===== src/rtl/hub75_pixel_fetch.sv =====
// Per-column framebuffer fetch for a HUB75 panel: reads the top and bottom half words
// from a 1-cycle-latency RAM and reduces each to one bit per colour for the active plane.
module hub75_pixel_fetch #(
  parameter int COL_BITS   = 6,
  parameter int ROW_BITS   = 4,
  parameter int DATA_WIDTH = 16,
  parameter int PLANE_BITS = 6
) (
  input  logic                         clk_in,
  input  logic                         reset,
  input  logic                         clk_pixel_load,
  input  logic [COL_BITS-1:0]          column_address,
  input  logic [ROW_BITS-1:0]          row_address,
  input  logic [PLANE_BITS-1:0]        brightness_mask,
  output logic [ROW_BITS+COL_BITS:0]   ram_addr,
  output logic                         ram_rd_en,
  input  logic [DATA_WIDTH-1:0]        ram_data,
  output logic [2:0]                   rgb1,
  output logic [2:0]                   rgb2,
  output logic                         rgb_valid,
  output logic                         busy,
  output logic                         overrun
);

  typedef enum logic [2:0] {IDLE, RD_TOP, RD_BOT, CAP_BOT, PRESENT} state_t;

  state_t                  state, next_state;
  logic [COL_BITS-1:0]     col_q, pend_col;
  logic [ROW_BITS-1:0]     row_q, pend_row;
  logic [PLANE_BITS-1:0]   mask_q, pend_mask;
  logic                    pend_q, half_q, overrun_q;
  logic [DATA_WIDTH-1:0]   top_q;
  logic [2:0]              rgb1_q, rgb2_q;
  logic                    fetching, take_new, take_pend;

  // RGB565 word -> {b,g,r} plane bits; 5-bit channels widen by replicating their MSB.
  function automatic logic [2:0] plane_bits(input logic [DATA_WIDTH-1:0] w,
                                            input logic [PLANE_BITS-1:0] m);
    logic [5:0] r6, g6, b6;
    r6 = {w[15:11], w[15]};
    g6 = w[10:5];
    b6 = {w[4:0], w[4]};
    return {|(b6 & m), |(g6 & m), |(r6 & m)};
  endfunction

  assign fetching  = (state == RD_TOP) || (state == RD_BOT) || (state == CAP_BOT);
  assign take_new  = clk_pixel_load && ((state == IDLE) || (state == PRESENT && !pend_q));
  assign take_pend = (state == PRESENT) && pend_q;

  always_ff @(posedge clk_in) begin
    if (!reset) state <= IDLE;
    else        state <= next_state;
  end

  // NOTE: every signal assigned in a combinational block gets a default first, so no path leaves it unassigned and no latch is inferred.
  always_comb begin
    next_state = state;
    case (state)
      IDLE:    if (clk_pixel_load) next_state = RD_TOP;
      RD_TOP:  next_state = RD_BOT;
      RD_BOT:  next_state = CAP_BOT;
      CAP_BOT: next_state = PRESENT;
      PRESENT: next_state = (clk_pixel_load || pend_q) ? RD_TOP : IDLE;
      default: next_state = IDLE;
    endcase
  end

  always_comb begin
    ram_rd_en = 1'b0;
    rgb_valid = 1'b0;
    busy      = 1'b0;
    case (state)
      RD_TOP, RD_BOT: begin
        ram_rd_en = 1'b1;
        busy      = 1'b1;
      end
      CAP_BOT: busy = 1'b1;
      PRESENT: begin
        rgb_valid = 1'b1;
        busy      = clk_pixel_load || pend_q;
      end
      default: ;
    endcase
  end

  // NOTE: sequential state uses non-blocking assignments so every register samples pre-edge values.
  always_ff @(posedge clk_in) begin
    if (!reset) begin
      col_q     <= '0;
      row_q     <= '0;
      mask_q    <= '0;
      pend_col  <= '0;
      pend_row  <= '0;
      pend_mask <= '0;
      pend_q    <= 1'b0;
      half_q    <= 1'b0;
      overrun_q <= 1'b0;
      top_q     <= '0;
      rgb1_q    <= '0;
      rgb2_q    <= '0;
    end else begin
      if (take_new) begin
        col_q  <= column_address;
        row_q  <= row_address;
        mask_q <= brightness_mask;
      end else if (take_pend) begin
        col_q  <= pend_col;
        row_q  <= pend_row;
        mask_q <= pend_mask;
      end

      // One-deep pending slot; a strobe arriving while it is full is lost.
      if (take_pend) begin
        pend_q <= 1'b0;
        if (clk_pixel_load) overrun_q <= 1'b1;
      end else if (fetching && clk_pixel_load) begin
        if (!pend_q) begin
          pend_q    <= 1'b1;
          pend_col  <= column_address;
          pend_row  <= row_address;
          pend_mask <= brightness_mask;
        end else begin
          overrun_q <= 1'b1;
        end
      end

      if (next_state == RD_TOP)      half_q <= 1'b0;
      else if (next_state == RD_BOT) half_q <= 1'b1;

      if (state == RD_BOT) top_q <= ram_data;
      if (state == CAP_BOT) begin
        rgb1_q <= plane_bits(top_q, mask_q);
        rgb2_q <= plane_bits(ram_data, mask_q);
      end
    end
  end

  // Address is built from registers only, so it holds between fetches.
  assign ram_addr = {half_q, row_q, col_q};
  assign rgb1     = rgb1_q;
  assign rgb2     = rgb2_q;
  assign overrun  = overrun_q;

endmodule

===== config.mk =====
export PLATFORM = sky130hd
export DESIGN_NAME = hub75_pixel_fetch
export DESIGN_NICKNAME = d
export VERILOG_FILES = /design/src/rtl/hub75_pixel_fetch.sv
export SDC_FILE = /design/constraint.sdc
export NUM_CORES = 1
export LEC_CHECK = 0
export CAP_MARGIN = 20
export CORE_MARGIN = 3
export CORE_UTILIZATION = 54
export CTS_CLUSTER_SIZE = 40
export DETAILED_ROUTE_END_ITERATION = 12
export GPL_ROUTABILITY_DRIVEN = 0
export GPL_TIMING_DRIVEN = 1
export PLACE_DENSITY_LB_ADDON = 0.2
export SKIP_LAST_GASP = 1
export SLEW_MARGIN = 20
export SYNTH_ARGS = -nofsm -noshare
export SYNTH_HDL_FRONTEND = slang
export SYNTH_SLANG_ARGS = --single-unit

===== constraint.sdc =====
create_clock -name clk_in -period 2.2 [get_ports clk_in]
set_input_delay 0.33 -clock clk_in [delete_from_list [all_inputs] [get_ports clk_in]]
set_output_delay 0.33 -clock clk_in [all_outputs]
set_load 0.01 [all_outputs]

==> impl_metrics.env <==
export IMPL_outcome="finished, final reports clean"
export IMPL_dpl_worst_slack_ns=0.269
export IMPL_top_layer="met4"
export IMPL_synth_area_um2=2620
export IMPL_fillCellCount=360
export IMPL_ys_ff_latch=60
export IMPL_route_met2_wl_um=3050
export IMPL_final_cell_mix="nand2_1, dfxtp_1, clkdlybuf4s50_1, o21ai_0, a31oi_1"
export IMPL_fmax_mhz=495
export IMPL_power_density_nw_per_um2=766
export IMPL_slew_viol_final=0
export IMPL_io_buffers=55
export IMPL_routed_via_density=5.84
export IMPL_cts_hold_buffers=0
export IMPL_dr_total_vias=2390
export IMPL_cts_sinks=60
export IMPL_max_slew_worst_pin_slew_ns=0.843
export IMPL_ant_nets=0
export IMPL_row_count=24
export IMPL_die_y_um=75.7
export IMPL_drcViolationCount=0
export IMPL_drt_pass1_iter_count=4
export IMPL_die_w_um=75.7
export IMPL_crit_path_end_kind="output port"
export IMPL_cts_tree="done"
export IMPL_fin_crit_ns=2.02
export IMPL_cts_resized=0
export IMPL_wl_met3_um=464
export IMPL_grt_max_degree=42
export IMPL_ioPinCount=56
export IMPL_coreArea_um2=4500
export IMPL_ys_warn_count=0
export IMPL_crit_required_ns=1.87
export IMPL_max_stage_delay_ns=0.53
export IMPL_criticalPathCategory="reg -> out"
export IMPL_p_comb_share_pct=17.2
export IMPL_critPathLaunchType="flip-flop"
export IMPL_worstPathCellList="or3b_1 > inv_1 > clkdlybuf4s50_1"
export IMPL_clock_power_share_pct=35.1
export IMPL_cap_viol_max_count=0
export IMPL_setup_violations=0
export IMPL_max_slew_margin_pct=43.8
export IMPL_netlist_instances=306
export IMPL_critPathSlowestCell="clkdlybuf4s50_1"
export IMPL_grt_ovfl_total=0
export IMPL_switching_share_pct=27.0
export IMPL_post_cts_buffers=0
export IMPL_grt_first_pass_wirelength_um=10500
export IMPL_cts_buffer_depth=2
export IMPL_hpwl_um=4030
export IMPL_fin_crit_sh_pct=91.9
export IMPL_cts_made_buffers=9
export IMPL_cp_top_family="buffers and inverters"
export IMPL_antennaDiodeCount=0
export IMPL_ys_seq_area_share_pct=45.8
export IMPL_hp_class="reg -> reg"
export IMPL_seq_power_share_pct=47.7
export IMPL_fin_skew_ns=0.00357
export IMPL_arrival_ns=1.69
export IMPL_antenna_found_initial=0
export IMPL_critPathBufInv=2
export IMPL_drive_gt1_share_pct=8.68
export IMPL_grt_pass1_vias=2273
export IMPL_p_leak_nw=1.16
export IMPL_wl_met1_um=2740
export IMPL_crit_path_max_fanout=4
export IMPL_cts_root_buf="clkbuf_8"
export IMPL_hold_ws_ns=0.455
export IMPL_htreeDepth=3
export IMPL_final_common_cell="nand2_1"
export IMPL_syn_area_per_cell_um2=8.56
export IMPL_hold_viol=0
export IMPL_setup_slack_ns=0.178
export IMPL_power_net_switching_mw=0.688
export IMPL_drt_iter0_drc=182
export IMPL_worstSkewPairLatency_ns=0.34
export IMPL_synth_cell_types=37
export IMPL_syn_to_final_growth_pct=27.2
export IMPL_initial_core_util_pct=58.2
export IMPL_wl_um=6370
export IMPL_wire_per_inst_um=15.6
export IMPL_die_area_um2=5720
export IMPL_grt_util_all_layers_pct=24.4
export IMPL_peakVddDrop_mv=0.415
export IMPL_p_int_mw=1.86
export IMPL_syn_nets=341
export IMPL_clk_pin_slew_ns=0.06
export IMPL_fin_nets=389
export IMPL_rsz0062_at_grt="no"
-- cell usage after synthesis --
library cell  number  area (um2)
buf_6              5        56.3
nor2_1             3        11.3
a22oi_1            2        15.0
nor2_2             1        6.26
buf_12             1        20.0
inv_1              1        3.75
nor3b_4            1        18.8
clkbuf_1          10        37.5
nand3b_1           1        7.51
nor3b_2            1        12.5
a22o_1             6        52.6
and3b_2            1        10.0
nor3b_1            1        7.51
mux2i_1           16         160
or3b_2             1        8.76
buf_4              2        15.0
a31oi_1           22         138
buf_2              7        35.0
dfxtp_1           60        1200
nor3_1             2        10.0
o22ai_1            1        6.26
mux2_2             1        11.3
o21a_1             1        7.51
a221oi_1           6        52.6
or2_1              1        6.26
and2_1             1        6.26
or3b_1             1        8.76
xnor2_1            1        8.76
nand2_1           83         312
nand4_1           16         100
nor4bb_2           1        16.3
clkinv_1           1        3.75
o21ai_0           25         125
o21bai_4           1        18.8
o21ai_1            2        10.0
a21oi_1           19        95.1
clkbuf_2           1        5.00
-- cells by family after synthesis --
group / count (synthesis) / synth area share, %
simple gates: 115 / 20.7
compound gates: 85 / 19.9
flops: 60 / 45.8
buf+inv: 28 / 6.73
mux: 17 / 6.54
xor+xnor: 1 / 0.334
-- worst min-delay path, stage by stage, from the launching register on --
cell and delay, ns:
dfxtp_1 0.31, nand2_1 0.05, a21oi_1 0.05
-- power by group through the flow --
stage	Clock, mW	Combinational [mW]	Sequential, mW
2_1_floorplan	0	0.265	1.23
3_3_place_gp	0	0.431	1.24
3_5_place_dp	0	0.439	1.24
4_1_cts	0.896	0.442	1.22
5_1_grt	0.943	0.484	1.23
6_report	0.896	0.439	1.22
-- state kept, by name (all words and copies together) (netlist names) --
register	cells
pend_q	1
row_q	4
pend_mask	6
pend_col	6
overrun	1
rgb2	3
col_q	6
half_q	1
mask_q	6
pend_row	4
state	3
rgb1	3
top_q	16
-- routing by layer --
metal  GRT usage [%]  vias to the layer above
li1                -                     1188
met1            31.0                     1099
met2            39.7                       95
met3            4.62                        8
met4            11.8                        0
met5               0                        -
-- layout make-up --
cell class	instances	area (um2)	share of cell area [%]
inverter	2	7.51	0.225
clock buffer	12	165	4.95
multi-input combinational	218	1250	37.4
tap	52	65.1	1.95
timing repair buffer	63	638	19.1
sequential	60	1200	36.0
clock inverter	2	10.0	0.300
-- per-stage QoR --
| step | instances | util (%) | power (mW) | cell area (um2) | setup TNS, ns |
|---|---|---|---|---|---|
| 6_report | 409 | 74.0 | 2.55 | 3330 | 0 |
| 5_1_grt | 409 | 74.0 | 2.65 | 3330 | 0 |
| 4_1_cts | 409 | 73.9 | 2.55 | 3330 | 0 |
| 3_5_place_dp | 395 | 70.1 | 1.68 | 3160 | 0 |
| 3_3_place_gp | 395 | 70.0 | 1.67 | 3150 | -0.0431 |
| 2_1_floorplan | 306 | - | 1.50 | 2620 | 0 |
-- path summary, 6_finish.rpt --
path                             endpoint      from  cells past startpoint  slack (ns)
worst max-delay path            rgb_valid  state[1]                      3        0.18
worst min-delay path             top_q[4]  top_q[4]                      2        0.46
worst max register to register  mask_q[5]  state[2]                      4        0.60
worst min register to register   top_q[4]  top_q[4]                      2        0.46
(Power assumes the default switching activity.)
